[src/rtl/input_driver.sv]
// input_driver: 74HC165-style keypad scanner with debounce and a one-entry valid/ready key slot.
// Build option: define INPUT_DRIVER_DEBOUNCE_EN to enable the multi-scan debounce filter.
//
// state  | meaning
// S_LOAD | load_n low, chain captures the key switches
// S_LOW  | sr_clk low, current bit sampled on the last cycle
// S_HIGH | sr_clk high, chain shifts on the rising edge
// S_EVAL | one cycle, fold the finished scan into stable/reported
module input_driver #(
  parameter int NUM_KEYS       = 16,
  parameter int CLK_DIV        = 4,
  parameter int DEBOUNCE_SCANS = 4,
  localparam int KEY_W         = $clog2(NUM_KEYS)
) (
  input  logic             clk,
  input  logic             rst_n,
  input  logic             i_sr_data,
  output logic             o_sr_clk,
  output logic             o_sr_load_n,
  output logic [KEY_W-1:0] o_key,
  output logic             o_valid,
  input  logic             i_ready
);

  if (NUM_KEYS < 2 || NUM_KEYS > 32 || CLK_DIV < 1 || DEBOUNCE_SCANS < 1) begin : g_param_check
    $error("input_driver: illegal parameter value");
  end

  typedef enum logic [1:0] {S_LOAD, S_LOW, S_HIGH, S_EVAL} state_t;

  localparam int TMR_W = $clog2(CLK_DIV + 1);
  localparam logic [TMR_W-1:0] TMR_RELOAD = TMR_W'(CLK_DIV - 1);
  // One extra count after reset: load_n stays high for the reset cycle itself.
  localparam logic [TMR_W-1:0] TMR_FIRST  = TMR_W'(CLK_DIV);
  localparam logic [KEY_W-1:0] LAST_BIT   = KEY_W'(NUM_KEYS - 1);

  state_t              state;
  logic [TMR_W-1:0]    tmr;
  logic [KEY_W-1:0]    bit_idx;
  logic [NUM_KEYS-1:0] scan;
  logic [NUM_KEYS-1:0] stable;
  logic [NUM_KEYS-1:0] stable_next;
  logic [NUM_KEYS-1:0] reported;
  logic [NUM_KEYS-1:0] pending;
  logic [NUM_KEYS-1:0] pick_mask;
  logic [KEY_W-1:0]    pick_idx;
  logic                slot_load;

`ifdef INPUT_DRIVER_DEBOUNCE_EN
  localparam int CNT_W = (DEBOUNCE_SCANS > 1) ? $clog2(DEBOUNCE_SCANS) : 1;
  localparam logic [CNT_W-1:0] CNT_MAX = CNT_W'(DEBOUNCE_SCANS - 1);

  logic [NUM_KEYS-1:0] candidate;
  logic [CNT_W-1:0]    count;
  logic [CNT_W-1:0]    count_next;

  // On a match candidate already equals scan, so scan stands in for it below.
  always_comb begin
    count_next  = '0;
    stable_next = stable;
    if (scan == candidate) begin
      count_next = (count == CNT_MAX) ? count : count + CNT_W'(1);
    end
    if (count_next == CNT_MAX) stable_next = scan;
  end

  always_ff @(posedge clk or negedge rst_n) begin
    if (!rst_n) begin
      candidate <= '0;
      count     <= '0;
    end else if (state == S_EVAL) begin
      candidate <= scan;
      count     <= count_next;
    end
  end
`else
  assign stable_next = scan;
`endif

  always_ff @(posedge clk or negedge rst_n) begin
    if (!rst_n) begin
      state       <= S_LOAD;
      tmr         <= TMR_FIRST;
      bit_idx     <= '0;
      scan        <= '0;
      stable      <= '0;
      o_sr_clk    <= 1'b0;
      o_sr_load_n <= 1'b1;
    end else begin
      case (state)
        S_LOAD: begin
          if (tmr == '0) begin
            state       <= S_LOW;
            tmr         <= TMR_RELOAD;
            o_sr_load_n <= 1'b1;
          end else begin
            tmr         <= tmr - TMR_W'(1);
            o_sr_load_n <= 1'b0;
          end
        end
        S_LOW: begin
          if (tmr == '0) begin
            scan[bit_idx] <= i_sr_data;
            state         <= S_HIGH;
            tmr           <= TMR_RELOAD;
            o_sr_clk      <= 1'b1;
          end else begin
            tmr <= tmr - TMR_W'(1);
          end
        end
        S_HIGH: begin
          if (tmr == '0) begin
            tmr      <= TMR_RELOAD;
            o_sr_clk <= 1'b0;
            if (bit_idx == LAST_BIT) begin
              state   <= S_EVAL;
              bit_idx <= '0;
            end else begin
              state   <= S_LOW;
              bit_idx <= bit_idx + KEY_W'(1);
            end
          end else begin
            tmr <= tmr - TMR_W'(1);
          end
        end
        S_EVAL: begin
          stable      <= stable_next;
          state       <= S_LOAD;
          tmr         <= TMR_RELOAD;
          o_sr_load_n <= 1'b0;
        end
        default: begin
          state <= S_LOAD;
          tmr   <= TMR_RELOAD;
        end
      endcase
    end
  end

  always_comb begin
    pending   = stable & ~reported;
    pick_mask = pending & (~pending + NUM_KEYS'(1));
    pick_idx  = '0;
    for (int i = NUM_KEYS - 1; i >= 0; i--) begin
      if (pending[i]) pick_idx = KEY_W'(i);
    end
  end

  assign slot_load = (!o_valid || i_ready) && (pending != '0);

  // A released key drops out of reported at S_EVAL, which re-arms it for the next press.
  always_ff @(posedge clk or negedge rst_n) begin
    if (!rst_n) begin
      o_key    <= '0;
      o_valid  <= 1'b0;
      reported <= '0;
    end else begin
      if (slot_load) begin
        o_key   <= pick_idx;
        o_valid <= 1'b1;
      end else if (i_ready) begin
        o_valid <= 1'b0;
      end
      reported <= ((state == S_EVAL) ? (reported & stable_next) : reported)
                | (slot_load ? pick_mask : '0);
    end
  end

endmodule

[config.mk]
export PLATFORM = sky130hd
export DESIGN_NAME = input_driver
export DESIGN_NICKNAME = d
export VERILOG_FILES = /design/src/rtl/input_driver.sv
export SDC_FILE = /design/constraint.sdc
export NUM_CORES = 1
export LEC_CHECK = 0
export ABC_AREA = 1
export CORE_MARGIN = 5
export CORE_UTILIZATION = 54
export CTS_CLUSTER_SIZE = 20
export DETAILED_ROUTE_END_ITERATION = 10
export GPL_TIMING_DRIVEN = 0
export HOLD_SLACK_MARGIN = 0.08
export PLACE_DENSITY = 0.85
export SYNTH_ARGS = -nofsm -noshare
export SYNTH_HDL_FRONTEND = slang
export SYNTH_SLANG_ARGS = --single-unit
[constraint.sdc]
create_clock -name clk -period 1.7 [get_ports clk]
set_clock_uncertainty 0.05 [all_clocks]
set_input_delay 0.34 -clock clk [delete_from_list [all_inputs] [get_ports clk]]
set_output_delay 0.34 -clock clk [all_outputs]
set_load 0.03 [all_outputs]
# Word-level counts from Yosys, hierarchy flattened
# Index checks and enable logic that the tools add are counted.
totals:
  regBits: 64
  inputBits: 4
  word_cells: 79
classes:
  n_addsub: 3
  order_cmp: 2
  n_eq_ne: 7
  mux: 36
  n_bitwise: 6
  reduce_logical: 15
op_table:
  columns: ["cell", "n"]
  rows:
  - ["2-to-1 mux 4 bit", 17]
  - ["bitwise AND 16 bit", 3]
  - ["2-to-1 mux 16 bit", 2]
  - ["NOT 16 bit", 2]
  - ["adder 16 x 1 -> 16 bit (second input constant)", 1]
  - ["bitwise mux 16 bit", 1]
  - ["bitwise OR 16 bit", 1]
  - ["nonzero test 16 bit", 1]
  - ["2-to-1 mux 2 bit", 4]
  - ["case mux 2 bit (4 select lines)", 1]
  - ["2-to-1 mux 1 bit", 6]
  - ["!= test 2 bit (second input constant)", 3]
  - ["case mux 3 bit (2 select lines)", 1]
  - ["AND reduction 3 bit", 2]
  - ["nonzero test 2 bit", 3]
  - ["< comparator 4 x 5 -> 1 bit (second input constant)", 1]
  - ["adder 4 x 1 -> 4 bit (second input constant)", 1]
  - ["demux 1 bit (select 4 bit)", 1]
  - ["== test 2 bit (second input constant)", 2]
  - ["== test 4 bit (second input constant)", 1]
  - ["greater-or-equal comparator 4 x 1 -> 1 bit (second input constant)", 1]
  - ["case mux 1 bit (2 select lines)", 2]
  - ["AND reduction 2 bit", 2]
  - ["logical NOT 3 bit", 1]
  - ["other kinds (8)", 9]

# Logic depth before layout (Yosys ltp)
logic_depth:
  ltp_word: 18
  ltp_mapped: 14
  ltp_nobuf: 14

# Worst setup path before layout
# No wires, ideal clock.
synth_timing:
  path_kind: "reg-to-reg"
  from: "register tmr[0]"
  to: "register bit_idx[3]"
  arrival_ns: 1.400
  t_required_ns: 1.522
  slack_ns: 0.122
  stages_incl_launch_ff: 12
  period_less_slack_ns: 1.578
  cell_sequence: "dfrtp_1 inv_1 ha_1 inv_1 nor2_1 inv_1 nor2_1 inv_1 nor2_1 nand2_1 nand3_1 o21ai_0"
synth_via:
  elab_chain_len: 2
synth_lines:
  columns: ["element", "line", "source"]
  rows:
  - ["from (decl)", "38", "logic [TMR_W-1:0] tmr;"]
  - ["from (signal assigned)", "97", "tmr <= tmr - TMR_W'(1);"]
  - ["from (signal assigned)", "108", "tmr <= tmr - TMR_W'(1);"]
  - ["from (signal assigned)", "123", "tmr <= tmr - TMR_W'(1);"]
  - ["logical NOT 3 bit", "112", "if (tmr == '0) begin"]
  - ["AND reduction 2 bit (no line)", null, null]
  - ["to (signal assigned)", "120", "bit_idx <= bit_idx + KEY_W'(1);"]
  - ["to (decl)", "39", "logic [KEY_W-1:0] bit_idx;"]
# Every way passes these cells.
# A chain may end at the register's enable or synchronous reset.

# Final worst setup path
layout_timing:
  from: "register o_sr_load_n"
  to: "output o_sr_load_n"
layout_lines:
  columns: ["element", "line", "source"]
  rows:
  - ["from (decl)", "19", "output logic o_sr_load_n,"]
  - ["from (signal assigned)", "88", "o_sr_load_n <= 1'b1;"]
  - ["from (signal assigned)", "95", "o_sr_load_n <= 1'b1;"]
  - ["from (signal assigned)", "98", "o_sr_load_n <= 1'b0;"]
# No word-level cell between the ends.

==> summary.txt <==
Finish
  – Most frequent cells in the layout: nand2_1 (62), dfrtp_1 (62), nor2_1 (51), inv_1 (41), o21ai_0 (28)
  – Nets: 410
  – # diodes: 0
  – Share of cells above drive strength 1: 0.195
  – P&R area growth vs syn: 19.3%
  – Non-filler instance count after layout: between 400 and 500
  – Post-route cell area: 3660 um^2

GRT
  – GRT overflow: 0
  – Total GRT Usage: 0.198
  – Largest net degree at the start of global routing: 39
  – Initial antenna violation count: 0
  – Vias in the first global route: 2,435
  – First-pass GRT wire length: between 10 and 15 mm

Floorplanning
  – I/O pin count: 11
  – Initial core utilization: 0.557
  – Core ar.: ~5500 um^2
  – Rows: 27
  – Chip Width: 85.4 um
  – Die Y: 85.4 um
  – Die Area: 7290 um^2

STA
  – Max_slew headroom: 0.580
  – Final worst path period share: 0.970
  – Final setup violating endpoints: 0
  – Worst-margin pin slew: 0.630 ns
  – Fmax: 0.606 GHz
  – Max Slew Vio Count: 0
  – Post-layout minimum cycle time: 1.65 ns
  – Final Hold Vio Count: 0

Critical path
  – Critical Path Max Stage Delay: around 0.53 ns
  – CP Cell Sequence: dlygate4sd2_1
  – Delay-heaviest family, CP: flip-flops
  – WP data required: about 1.3 ns
  – WP data arrival: 1.26 ns
  – Crit Path Class: reg2out
  – Setup crit start: o_sr_load_n
  – CP Capture Type: output port
  – Crit path max-delay cell type: dfstp_2
  – Reg2reg start: tmr[0]
  – Crit Path Max Fanout: 2
  – Buffer and inverter count on the worst path: 1
  – CP Launch Type: register

Clock tree
  – H-tree levels: 3
  – Longest Clk Path Bufs: 2
  – Clock transition at the registers of the reported paths: 0.06 ns
  – Clk sinks: 64
  – Root buf cell: clkbuf_8
  – Num CTS Buffers: 9
  – Worst skew pair latency: 0.35 ns
  – TritonCTS clock tree: done

Place
  – Final HPWL DP: 4.52 mm
  – RePlAce Congestion: a little over 0.8
  – Number of port buffers: 10
  – Placed cell areas: 3270 um^2
  – Placed cells: around 450

Outcome
  – Outcome: complete, no violations

Route
  – Vias per std cell: 5.18
  – Number of remaining DRC errors: 0
  – Drt total wl: 6.53 mm
  – WL per Instance: roughly 14 um
  – Antenna Nets Post-Route: 0
  – Detailed Routing Iterations Pass 1: 4
  – DR vias: 2,445
  – Starting DRT DRC Count: 227

Yosys
  – #FFs+latches synth: 64
  – Synth Instances: 364
  – Syn avg cell area: 8.42 um^2
  – Distinct cell type count after synthesis: 31
  – Yosys warns: 0
  – Area of the mapped netlist: 3070 um^2
  – Sequential area share after synthesis: 0.523
  – Syn nets: 379

Power
  – Int Pwr: between 2 and 2.5 mW
  – Net Sw Frac: 0.208
  – Power per cell area: 807 nW/um^2
  – Peak supply drop: 1.00 mV
  – Psw: 0.616 mW
  – Leak Pwr: 1.76 nW
  – Clock share of power: 0.461
  – Flop pwr share: 0.520
  – Combinational power share: 0.019

Hold path
  – Min-Delay Path Class: reg2reg
  – Hold Crit Start: o_sr_load_n

Flow run
  – Max-cap viol count: 0
[registers in the layout, indices dropped and copies added, names as in the netlist]
signal / cells
bit_idx: 4
o_key: 4
o_sr_clk: 1
o_sr_load_n: 1
o_valid: 1
reported: 16
scan: 16
stable: 16
state: 2
tmr: 3
[metal layers]
layer,share of wire,wire [um],global-route usage
met5,0,0,0
met4,0.016,103,0.0647
met3,0.050,329,0.0631
met2,0.52,3380,0.345
met1,0.42,2710,0.229
[power by group through the flow]
stage / registers [mW] / clock network [mW] / logic (mW)
4_1_cts: 1.53 / 1.38 / 0.0568
3_5_place_dp: 1.56 / 0 / 0.0550
2_1_floorplan: 1.56 / 0 / 0.00985
5_1_grt: 1.53 / 1.46 / 0.0665
6_report: 1.54 / 1.36 / 0.0554
3_3_place_gp: 1.56 / 0 / 0.0488
[final timing paths]
check                      slack [ns]           end  cells after the start
min reg2reg                      0.42   o_sr_load_n                      2
max in group asynchronous        0.42   o_sr_load_n                      3
min in group asynchronous        0.49  reported[11]                      2
min                              0.42   o_sr_load_n                      2
max                              0.05   o_sr_load_n                      1
max reg2reg                      0.06       scan[6]                     11
[synthesized netlist by cell type]
| cell | n | area [um^2] |
|---|---|---|
| and3_2 | 1 | 7.51 |
| xor2_1 | 1 | 8.76 |
| nor2_4 | 2 | 22.5 |
| nor2_1 | 60 | 225 |
| o21ai_0 | 29 | 145 |
| nor2_2 | 3 | 18.8 |
| a31oi_1 | 1 | 6.26 |
| or2_4 | 2 | 17.5 |
| nand3_2 | 1 | 10.0 |
| nand3_1 | 17 | 85.1 |
| nand2_2 | 5 | 31.3 |
| nand2_1 | 65 | 244 |
| clkbuf_1 | 5 | 18.8 |
| nand4_1 | 2 | 12.5 |
| nor3_1 | 4 | 20.0 |
| dfstp_2 | 2 | 52.6 |
| o21ai_1 | 5 | 25.0 |
| or2_1 | 2 | 12.5 |
| ha_1 | 11 | 138 |
| o31ai_1 | 2 | 15.0 |
| or2_2 | 1 | 6.26 |
| nor3_2 | 1 | 10.0 |
| a21oi_1 | 16 | 80.1 |
| nand2_4 | 3 | 33.8 |
| o22ai_1 | 6 | 37.5 |
| buf_8 | 1 | 15.0 |
| inv_2 | 4 | 15.0 |
| xnor2_1 | 1 | 8.76 |
| dfrtp_1 | 62 | 1550 |
| o31ai_2 | 1 | 12.5 |
| inv_1 | 48 | 180 |
[final cells by class]
type	instances	area, um^2
fillers	420	1850
flip-flops and latches	64	1600
multi-input cells	242	1340
inverters	52	198
repair buffers	20	184
clock buffers	13	169
well taps	72	90.1
clock inverters	3	40.0
plain buffers	6	35.0
[timing repair]
item                                    4_1_cts  5_1_grt
pin swaps                                     1       10
hold buffers                                  1        0
resized for setup                            16       31
setup buffers                                 2        6
endpoints found under the setup margin       21       42
hold endpoints to repair                     26        0
[cell families (layout without fill, tap and decap cells)]
group,Yosys count,after routing,share of synthesized area
AND/OR/NAND/NOR,169,169,0.247
flip-flops,64,64,0.523
XOR/XNOR,2,2,0.00571
adder cells (fa/ha/maj),11,11,0.0449
buffers and inverters,58,94,0.0747
AO/OA/AOI/OAI,60,60,0.105
[through the flow]
step	total power, mW	hold slack (ns)	worst slack, ns	util	setup TNS (ns)
6_report	2.95	0.419	0.0503	0.665	0
5_1_grt	3.06	0.435	-0.0314	0.665	-0.182
4_1_cts	2.97	0.423	0.0112	0.640	0
3_5_place_dp	1.62	0.344	-0.160	0.594	-0.991
3_3_place_gp	1.61	0.401	-1.74	0.591	-109.66
2_1_floorplan	1.57	-0.00559	0.122	-	0
(Power assumes the default switching activity.)
